<file path="config.mk">
export PLATFORM = sky130hd
export DESIGN_NAME = cic_comp_fir
export DESIGN_NICKNAME = d
export VERILOG_FILES = /design/src/rtl/cic_comp_fir.sv
export SDC_FILE = /design/constraint.sdc
export NUM_CORES = 1
export LEC_CHECK = 0
export ABC_AREA = 1
export CAP_MARGIN = 0
export CORE_MARGIN = 4
export CORE_UTILIZATION = 28
export CTS_CLUSTER_SIZE = 10
export DETAILED_ROUTE_END_ITERATION = 7
export PLACE_DENSITY_LB_ADDON = 0.05
export SETUP_SLACK_MARGIN = 0.02
export SLEW_MARGIN = 20
export SYNTH_ARGS = -nofsm -noshare
export SYNTH_HDL_FRONTEND = slang
export SYNTH_SLANG_ARGS = --single-unit
</file>
<file path="constraint.sdc">
create_clock -name clk -period 1.3 [get_ports clk]
set_clock_uncertainty 0.2 [all_clocks]
set_input_delay 0.325 -clock clk [delete_from_list [all_inputs] [get_ports clk]]
set_output_delay 0.325 -clock clk [all_outputs]
set_load 0.05 [all_outputs]
</file>
<file path="src/rtl/cic_comp_fir.sv">
// Serial-MAC compensation FIR for the CIC decimator output: one shared multiplier,
// optional decimate-by-2, drops (and flags) samples that arrive while busy.
module cic_comp_fir #(
   parameter int INP_DW    = 32,
   parameter int OUT_DW    = 32,
   parameter int COEF_DW   = 18,
   parameter int NUM_TAPS  = 16,
   parameter int DECIM     = 2,
   parameter int OUT_SHIFT = COEF_DW - 1,
   parameter logic [COEF_DW*NUM_TAPS-1:0] COEFS = '0
) (
   input  logic              clk,
   input  logic              reset,
   input  logic [INP_DW-1:0] s_axis_in_tdata,
   input  logic              s_axis_in_tvalid,
   output logic              s_axis_in_tready,
   output logic [OUT_DW-1:0] m_axis_out_tdata,
   output logic              m_axis_out_tvalid,
   output logic              overrun
);

   localparam int ACC_DW  = INP_DW + COEF_DW + $clog2(NUM_TAPS);
   localparam int PROD_DW = INP_DW + COEF_DW;
   localparam int PW      = $clog2(NUM_TAPS);
   localparam int RW      = (ACC_DW + 1 > OUT_DW + 1) ? ACC_DW + 1 : OUT_DW + 1;

   localparam logic [PW-1:0]        LAST_IDX   = PW'(NUM_TAPS - 1);
   localparam logic [0:0]           LAST_PHASE = 1'(DECIM - 1);
   localparam logic signed [RW-1:0] RND  = (RW'(1) << OUT_SHIFT) >> 1;
   localparam logic signed [RW-1:0] OMAX = {{(RW-OUT_DW+1){1'b0}}, {(OUT_DW-1){1'b1}}};
   localparam logic signed [RW-1:0] OMIN = {{(RW-OUT_DW+1){1'b1}}, {(OUT_DW-1){1'b0}}};

   typedef enum logic [1:0] {IDLE, MAC, ROUND} state_t;

   state_t                     state;
   logic signed [INP_DW-1:0]   dline [NUM_TAPS];
   logic [PW-1:0]              wr_ptr;
   logic [PW-1:0]              rd_ptr;
   logic [PW-1:0]              tap;
   logic [0:0]                 phase;
   logic signed [ACC_DW-1:0]   acc;
   logic signed [COEF_DW-1:0]  coef;
   logic signed [PROD_DW-1:0]  prod;
   logic signed [RW-1:0]       rnd;
   logic signed [RW-1:0]       shifted;
   logic signed [OUT_DW-1:0]   sat;
   logic                       accept;

   assign accept = s_axis_in_tvalid && s_axis_in_tready;

   always_comb begin
      coef    = COEFS[COEF_DW*int'(tap) +: COEF_DW];
      prod    = dline[rd_ptr] * coef;
      rnd     = RW'(acc) + RND;
      shifted = rnd >>> OUT_SHIFT;
      if (shifted > OMAX)
         sat = OMAX[OUT_DW-1:0];
      else if (shifted < OMIN)
         sat = OMIN[OUT_DW-1:0];
      else
         sat = shifted[OUT_DW-1:0];
   end

   always_ff @(posedge clk) begin
      if (reset) begin
         state             <= IDLE;
         s_axis_in_tready  <= 1'b1;
         m_axis_out_tvalid <= 1'b0;
         m_axis_out_tdata  <= '0;
         overrun           <= 1'b0;
         phase             <= '0;
         wr_ptr            <= '0;
         rd_ptr            <= '0;
         tap               <= '0;
         acc               <= '0;
         for (int unsigned i = 0; i < NUM_TAPS; i++)
            dline[i] <= '0;
      end else begin
         m_axis_out_tvalid <= 1'b0;
         if (s_axis_in_tvalid && !s_axis_in_tready)
            overrun <= 1'b1;
         case (state)
            IDLE: begin
               if (accept) begin
                  dline[wr_ptr] <= s_axis_in_tdata;
                  wr_ptr        <= (wr_ptr == LAST_IDX) ? '0 : wr_ptr + 1'b1;
                  phase         <= (phase == LAST_PHASE) ? '0 : phase + 1'b1;
                  if (phase == LAST_PHASE) begin
                     // the MAC walks backwards in time from the sample just written
                     state            <= MAC;
                     s_axis_in_tready <= 1'b0;
                     rd_ptr           <= wr_ptr;
                     tap              <= '0;
                     acc              <= '0;
                  end
               end
            end
            MAC: begin
               acc    <= acc + ACC_DW'(prod);
               rd_ptr <= (rd_ptr == '0) ? LAST_IDX : rd_ptr - 1'b1;
               tap    <= tap + 1'b1;
               if (tap == LAST_IDX)
                  state <= ROUND;
            end
            ROUND: begin
               m_axis_out_tdata  <= sat;
               m_axis_out_tvalid <= 1'b1;
               s_axis_in_tready  <= 1'b1;
               state             <= IDLE;
            end
            default: state <= IDLE;
         endcase
      end
   end

endmodule
</file>
==> Word-level counts from Yosys, hierarchy flattened <==
Memory sizes are Yosys's and may differ from the RTL's. A register that Yosys moved wholly into a read port is not among the register bits.
Cells that the tools add are included.
{ "word_totals": {"elab_cells": 74, "mem_count": 1, "latchBits": 0, "output_inout_bits": 35, "ramBits": 512, "input_bits": 35, "reg_bits": 104, "mem_bits_ro": 0} }
{ "op_classes": {"magnitude_cmp": 2, "eq_ne": 7, "shift": 1, "add_sub_neg": 6, "n_mul": 2, "div_mod_pow": 0, "n_bitwise": 0, "reduce_logical": 12, "muxes": 33} }
{ "mem_list": {"columns": ["name", "depth", "word_bits", "read_ports", "rd_clocked_by_memory_dff", "write_ports", "line_no", "text"], "rows": [
  ["dline", 16, 32, 1, 1, 16, "36", "logic signed [INP_DW-1:0] dline [NUM_TAPS];"]
]} }
{ "op_table": {"columns": ["op", "n"], "rows": [
  ["288-bit by 10-bit indexed part select with 18-bit output, first input constant", 1],
  ["54-bit 2-to-1 mux", 2],
  ["54-bit one-hot mux with 2 select lines", 1],
  ["32-bit 2-to-1 mux", 3],
  ["54-bit by 18-bit adder with 55-bit output, second input constant", 1],
  ["54-bit by 50-bit adder with 54-bit output", 1],
  ["32-bit by 18-bit multiplier with 50-bit output", 1],
  ["38-bit by 32-bit > comparator with 1-bit output, second input constant", 1],
  ["38-bit by 32-bit less-than comparator with 1-bit output, second input constant", 1],
  ["4-bit 2-to-1 mux", 9],
  ["32-bit OR reduction", 1],
  ["4-bit one-hot mux with 2 select lines", 2],
  ["1-bit 2-to-1 mux", 11],
  ["3-bit AND reduction", 3],
  ["4-bit by 1-bit adder with 4-bit output, second input constant", 2],
  ["4-bit equality test, second input constant", 2],
  ["4-bit by 4-bit multiplier with 8-bit output, first input constant", 1],
  ["2-bit 2-to-1 mux", 3],
  ["2-bit != test, second input constant", 3],
  ["4-bit logical NOT", 1],
  ["2-bit one-hot mux with 2 select lines", 1],
  ["2-bit nonzero test", 2],
  ["4-bit by 1-bit subtractor with 4-bit output, second input constant", 1],
  ["2-bit by 1-bit equality test with 1-bit output, second input constant", 1],
  ["other kinds (7)", 8]
]} }

==> Longest topological paths before layout <==
Gate-level depths: netlist of run 1.
{ "depth": {"word_depth": 7, "ltp_mapped": 7, "ltp_nobuf": 7} }

==> Worst setup path before layout of run 1 <==
No wires, ideal clock.
{ "synth_path": {"path_type": "reg2reg", "from": "reg s_axis_in_tready", "to": "reg tap[0]", "slack_ns": -0.126, "stages_incl_launch_ff": 8, "n_path_buf": 0, "synth_period_minus_slack_ns": 1.426, "setup_time_ns": 0.109, "required_ns": 0.991, "arrival_ns": 1.117, "path_cell_list": "dfxtp_1 > nand2_1 > inv_1 > nand3_4 > nand2_2 > nand2_1 > nand2_1 > inv_1"} }
{ "synth_via": {"elab_chain_cells": 3} }
{ "synth_rtl": {"columns": ["item", "line_no", "text"], "rows": [
  ["start: declaration", "16", "output logic s_axis_in_tready,"],
  ["start signal: assignment", "67", "s_axis_in_tready <= 1'b1;"],
  ["start signal: assignment", "91", "s_axis_in_tready <= 1'b0;"],
  ["start signal: assignment", "108", "s_axis_in_tready <= 1'b1;"],
  ["1-bit logical AND", "49", "assign accept = s_axis_in_tvalid && s_axis_in_tready;"],
  ["2-bit != test (no line)", null, null],
  ["3-bit AND reduction (no line)", null, null],
  ["end signal: assignment", "101", "tap <= tap + 1'b1;"],
  ["end: declaration", "39", "logic [PW-1:0] tap;"]
]} }
Every way passes these cells.
A chain may end at the register's enable or synchronous reset.

==> Worst setup path after layout of run 1 <==
{ "layout_path": {"from": "reg s_axis_in_tready", "to": "out s_axis_in_tready"} }
No word-level cell between the ends.

==> run metrics, run 1 <==
status complete, no violations; Crit Path Max Fanout 2; Worst path top cell family by delay flip-flops; Final WS setup 0.01525 ns; CP Launch Type register; diode count 0; reg2reg path depth 8; Syn Inst Count 88; Placed Area 695.7 sq um; final core utilization 0.3335; clk root buf clkbuf_4; Synth Area per Inst 7.678 sq um; Buf+Inv Stages, Crit Path 1; Pleak 0.0003833 uW; Pwr per Cell Area 1236 nW/um^2; most frequent cells in the layout conb_1 (32), nand2_1 (10), nand3_1 (8), dfxtp_1 (7), a21oi_1 (6); CP max-delay cell dfxtp_4; area leader, netlist buf_4; initial antenna violation count 0; sequential-to-total area share from yosys stat 0.2963; grt total ovfl 0; Final period util 0.9883; Sequential Power Share 0.357; first-pass GRT wire length 1538 um; most common cell after layout, fill and taps aside conb_1; vias per cell 3.614; slowest cell delay on critical path 0.35 ns; Final min period 1.285 ns; routability-driven placement congestion ratio 0.7205; Max IR drop VDD 0.5156 mV; Clock power frac 0.302; fillers 256; PnR Total Power 929.1 uW; Die Y 57.12 um; Starting Density 0.2997; total number of vias 459; GRT Util Overall 0.06247; Most Crowded Layer GR met2; vias in the first global route 374; Final HPWL DP 838.5 um; final hold vios 0; area grow syn2layout 11.30%; synthesized flop and latch total 10; clock latency on the worst-skew pair 0.26 ns; hold buffers post-CTS 0; max cap viols 0; Net Sw Power 385.6 uW; die area 3263 sq um; WP depth 1; RSZ-0062 raised after global routing yes; CP cell instances buf_12; Worst EP required 0.77 ns; first drt pass iteration count 2; crit path kind reg2out; DR WL/cell 8.315 um; Worst R2R Setup Slack 0.08 ns; total core area 2255 sq um; Num CTS Buffers 3; Synth cell types 17; largest net degree at the start of global routing 10; Yosys top cell area share 0.3667; Logic pwr share 0.341; post-route ant nets 0; Critical Path AT 0.76 ns; top cells by area, synth buf_4 (37%), dfxtp_1 (30%), nand3_1 (5.9%); DRT iter0 DRCs 1; IO Count 70; Clock transition at path regs 0.07 ns; cell area after layout 752.0 sq um; Total Wirelength 1056 um; Nets 136; Final Max Slew Viols 0; Worst setup EP type output port; die width 57.12 um; Switching Share 0.4150; Hold Path Class in2reg; Rows 17; Sink Count 10; Port-buffer cells 5; Cell Int Power 543.5 uW; met3 Resource Use GR 0.02262; CTS tree built; Final setup viols 0; WHS 0.1442 ns; Post-route DRC 0; H-Tree Depth 1; Max Clock Freq 0.7784 GHz; met2 Track Usage GR 0.08809; pre-CTS worst setup slack -0.3184 ns; hold path cells 3; Syn. warnings 0; layout cells sized above 1 0.2121; Synth Cell Area 675.6 sq um; M1 GR Usage 0.07557; clock buffer depth 2
-- repair_timing --
| item | in CTS | in global routing |
|---|---|---|
| cloned | 0 | 0 |
| setup endpoints to repair | 8 | 7 |
| resized for setup | 4 | 2 |
| pin swaps | 0 | 1 |
| setup buffers | 1 | 0 |
-- power groups by stage --
stage | combinational [uW] | sequential (uW) | clock, uW
floorplan | 325 | 352 | 0
global placement | 310 | 340 | 0
detailed placement | 310 | 340 | 0
CTS | 316 | 331 | 295
global route | 332 | 334 | 307
finish | 316 | 332 | 281
-- cells in the mapped netlist --
| library cell | count |
|---|---|
| nand3_1 | 8 |
| ha_1 | 1 |
| buf_4 | 33 |
| nand2_1 | 10 |
| conb_1 | 1 |
| nor3_1 | 1 |
| nor2_1 | 5 |
| nand2_2 | 1 |
| inv_1 | 5 |
| dfxtp_1 | 10 |
| or2_1 | 1 |
| nand3_4 | 1 |
| nor2_4 | 1 |
| inv_2 | 2 |
| nor2_2 | 1 |
| a21oi_1 | 6 |
| nand4_1 | 1 |
-- metal layers --
| layer | vias to the layer above | share of wire |
|---|---|---|
| li1 | 234 | - |
| met1 | 205 | 0.42 |
| met2 | 20 | 0.47 |
| met3 | 0 | 0.11 |
| met4 | 0 | 0 |
| met5 | - | 0 |
-- cells by family (layout without fill, tap and decap cells) --
| group | count (synthesis) | in the layout | synth area share |
|---|---|---|---|
| AOI/OAI and AO/OA | 6 | 6 | 0.04445 |
| adders and majority gates | 1 | 1 | 0.01852 |
| other | 1 | 32 | 0.005550 |
| DFF | 10 | 10 | 0.2963 |
| buffers and inverters | 40 | 20 | 0.4056 |
| and+or+nand+nor | 30 | 30 | 0.2297 |
-- registers in the layout, indices dropped and copies added (netlist names) --
| signal | flops |
|---|---|
| s_axis_in_tready | 1 |
| state | 2 |
| overrun | 1 |
| phase | 1 |
| m_axis_out_tvalid | 1 |
| tap | 4 |
-- area by class of cell --
| class | instances | area [sq um] | area share |
|---|---|---|---|
| multi-input cells | 69 | 322.8 | 0.4293 |
| flip-flops and latches | 10 | 206.4 | 0.2745 |
| repair buffers | 9 | 125.1 | 0.1664 |
| clock buffers | 4 | 36.28 | 0.04825 |
| well taps | 28 | 35.03 | 0.04659 |
| inverters | 7 | 26.28 | 0.03494 |
-- worst paths after layout --
check | from | endpoint
worst max-delay path | s_axis_in_tready | s_axis_in_tready
worst min-delay path | s_axis_in_tvalid | overrun
worst max register to register | s_axis_in_tready | tap[0]
worst min register to register | overrun | overrun
-- metrics by stage --
stage               cells  TNS (ns)
floorplan             119         0
global placement      122    -1.992
detailed placement    122    -2.013
CTS                   127         0
global route          127  -0.02448
finish                127         0
Power figures use the tool's default switching activity.
==> run 2: changes to the inputs <==
- CTS_CLUSTER_SIZE: 10 -> 30
==> results of run 2 <==
The final DEF is identical to that of run 1; final timing and power are the same.
==> run 3: changes to the inputs <==
- CORE_ASPECT_RATIO: not set -> 0.6
- CTS_CLUSTER_DIAMETER: not set -> 100
==> run metrics, run 3 (synthesis results as in run 1) <==
die width 71.42 um (+25%); Largest regs tap x4, state x2; most common cell after layout, fill and taps aside conb_1; # placed instances 125 (+2.5%); Worst path top cell family by delay flip-flops; diode count 0 (unchanged); routability-driven placement congestion ratio 0.6102 (-15%); hold buffers post-CTS 0 (unchanged); slowest cell delay on critical path 0.36 ns (about the same); Largest register FFs 4 (unchanged); DR WL/cell 7.829 um (-5.8%); total number of vias 452 (-1.5%); Worst setup EP type output port; initial antenna violation count 0 (unchanged); Starting Density 0.3032 (+0.003533); Port-buffer cells 5 (unchanged); clk root buf clkbuf_8; most frequent cells in the layout conb_1 (32), nand2_1 (10), nand3_1 (8), dfxtp_1 (7), a21oi_1 (6); Total Wirelength 1010 um (-4.4%); crit path kind reg2out; clock buffer depth 2 (unchanged); Pleak 0.0003770 uW (-1.6%); Hold Path Class reg2reg; grt total ovfl 0 (unchanged); CTS tree built; Rows 13 (-4); H-Tree Depth 1 (unchanged); Biggest register tap; die area 3289 sq um (+0.80%); Final setup viols 0 (unchanged); Cell Int Power 633.4 uW (+17%); Net Sw Power 389.8 uW (+1.1%); Critical Path AT 0.73 ns (-0.03 ns); DRT iter0 DRCs 15 (+14); vias per cell 3.504 (-3.1%); Final Max Slew Viols 0 (unchanged); first drt pass iteration count 4 (+2); layout cells sized above 1 0.2121 (unchanged); Crit Path Max Fanout 4 (+2); pre-CTS worst setup slack -0.2988 ns (+0.01959 ns); post-route ant nets 0 (unchanged); Pwr per Cell Area 1361 nW/um^2 (+10%); Post-route DRC 0 (unchanged); Logic pwr share 0.299 (-0.042); clock latency on the worst-skew pair 0.23 ns (-0.03 ns); IO Count 70 (unchanged); Switching Share 0.3809 (-0.03407); Sink Count 10 (unchanged); GRT Util Overall 0.06351 (+0.001036); Final Non-Filler Cells 129 (+1.6%); total core area 2228 sq um (-1.2%); Final period util 0.9674 (-0.02086); Num CTS Buffers 3 (unchanged); Clock power frac 0.375 (+0.073); Max Clock Freq 0.7951 GHz (+2.2%); Clock transition at path regs 0.05 ns (-0.02 ns); max cap viols 0 (unchanged); CP max-delay cell dfxtp_4; Final min period 1.258 ns (-0.02712 ns); final hold vios 0 (unchanged); largest net degree at the start of global routing 9 (-1); CP cell instances buf_12; Worst EP required 0.77 ns (about the same); Sequential Power Share 0.325 (-0.032); Max IR drop VDD 0.5371 mV (+4.2%); Buf+Inv Stages, Crit Path 1 (unchanged); Final HPWL DP 780.5 um (-6.9%); CP Launch Type register; Die Y 46.05 um (-19%); vias in the first global route 322 (-14%); Nets 136 (unchanged); Final WS setup 0.04237 ns (+0.02712 ns); area grow syn2layout 11.30% (unchanged); first-pass GRT wire length 1490 um (-3.1%); status complete, no violations; RSZ-0062 raised after global routing yes; Worst R2R Setup Slack 0.11 ns (+0.03 ns)
## run 3: what timing repair did
action / in CTS / in global routing
resized for setup: 3 / 2
hold endpoints to repair: 0 / 0
pin swaps: 1 / 0
endpoints found under the setup margin: 7 / 3
buffers inserted: 0 / 0
## run 3: through the flow
step	cell area (sq um)	power (uW)	setup TNS [ns]	util	hold slack [ns]
2_1_floorplan	793.3	676.3	0	-	0.2697
3_3_place_gp	693.2	646.2	-2.115	0.3111	0.3023
3_5_place_dp	693.2	644.1	-1.884	0.3111	0.3014
4_1_cts	749.5	1037	0	0.3363	0.3079
5_1_grt	752.0	1081	0	0.3375	0.3268
6_report	752.0	1023	0	0.3375	0.3086
## run 3: power groups by stage
stage / clock [uW] / combinational [uW] / sequential [uW]
after floorplan: 0 / 325 / 352
after global placement: 0 / 306 / 341
after detailed placement: 0 / 304 / 340
after CTS: 401 / 304 / 333
after global routing: 424 / 323 / 334
final: 384 / 306 / 333
## run 3: final timing paths
check,startpoint,endpoint,cells past startpoint
worst max-delay path,s_axis_in_tready,s_axis_in_tready,1
worst min-delay path,tap[3],tap[3],2
worst max register to register,tap[1],tap[2],4
worst min register to register,tap[3],tap[3],2
## run 3: cell type report
type | count | area [sq um]
Fill cell | 245 | 1476
Multi-Input combinational cell | 69 | 317.8
Sequential cell | 10 | 206.4
Timing Repair Buffer | 9 | 108.9
Clock buffer | 4 | 55.05
Tap cell | 30 | 37.54
Inverter | 7 | 26.28
## run 3: per-layer routing
metal  wire, um  part of all wire  track usage  vias up
met5          0                 0            0        -
met3        125              0.12      0.03268        2
met1        477              0.47      0.08668      188
li1           -                 -            -      232
met2        388              0.38      0.07299       30
met4         19             0.019      0.04494        0
## run 3: worst reg2reg max path, delay by kind of cell, from the launching register on
kind / cells / cell delay [ns]
flops: 1 / 0.33
simple gates: 2 / 0.28
fa+ha+maj: 1 / 0.22
compound gates: 1 / 0.06
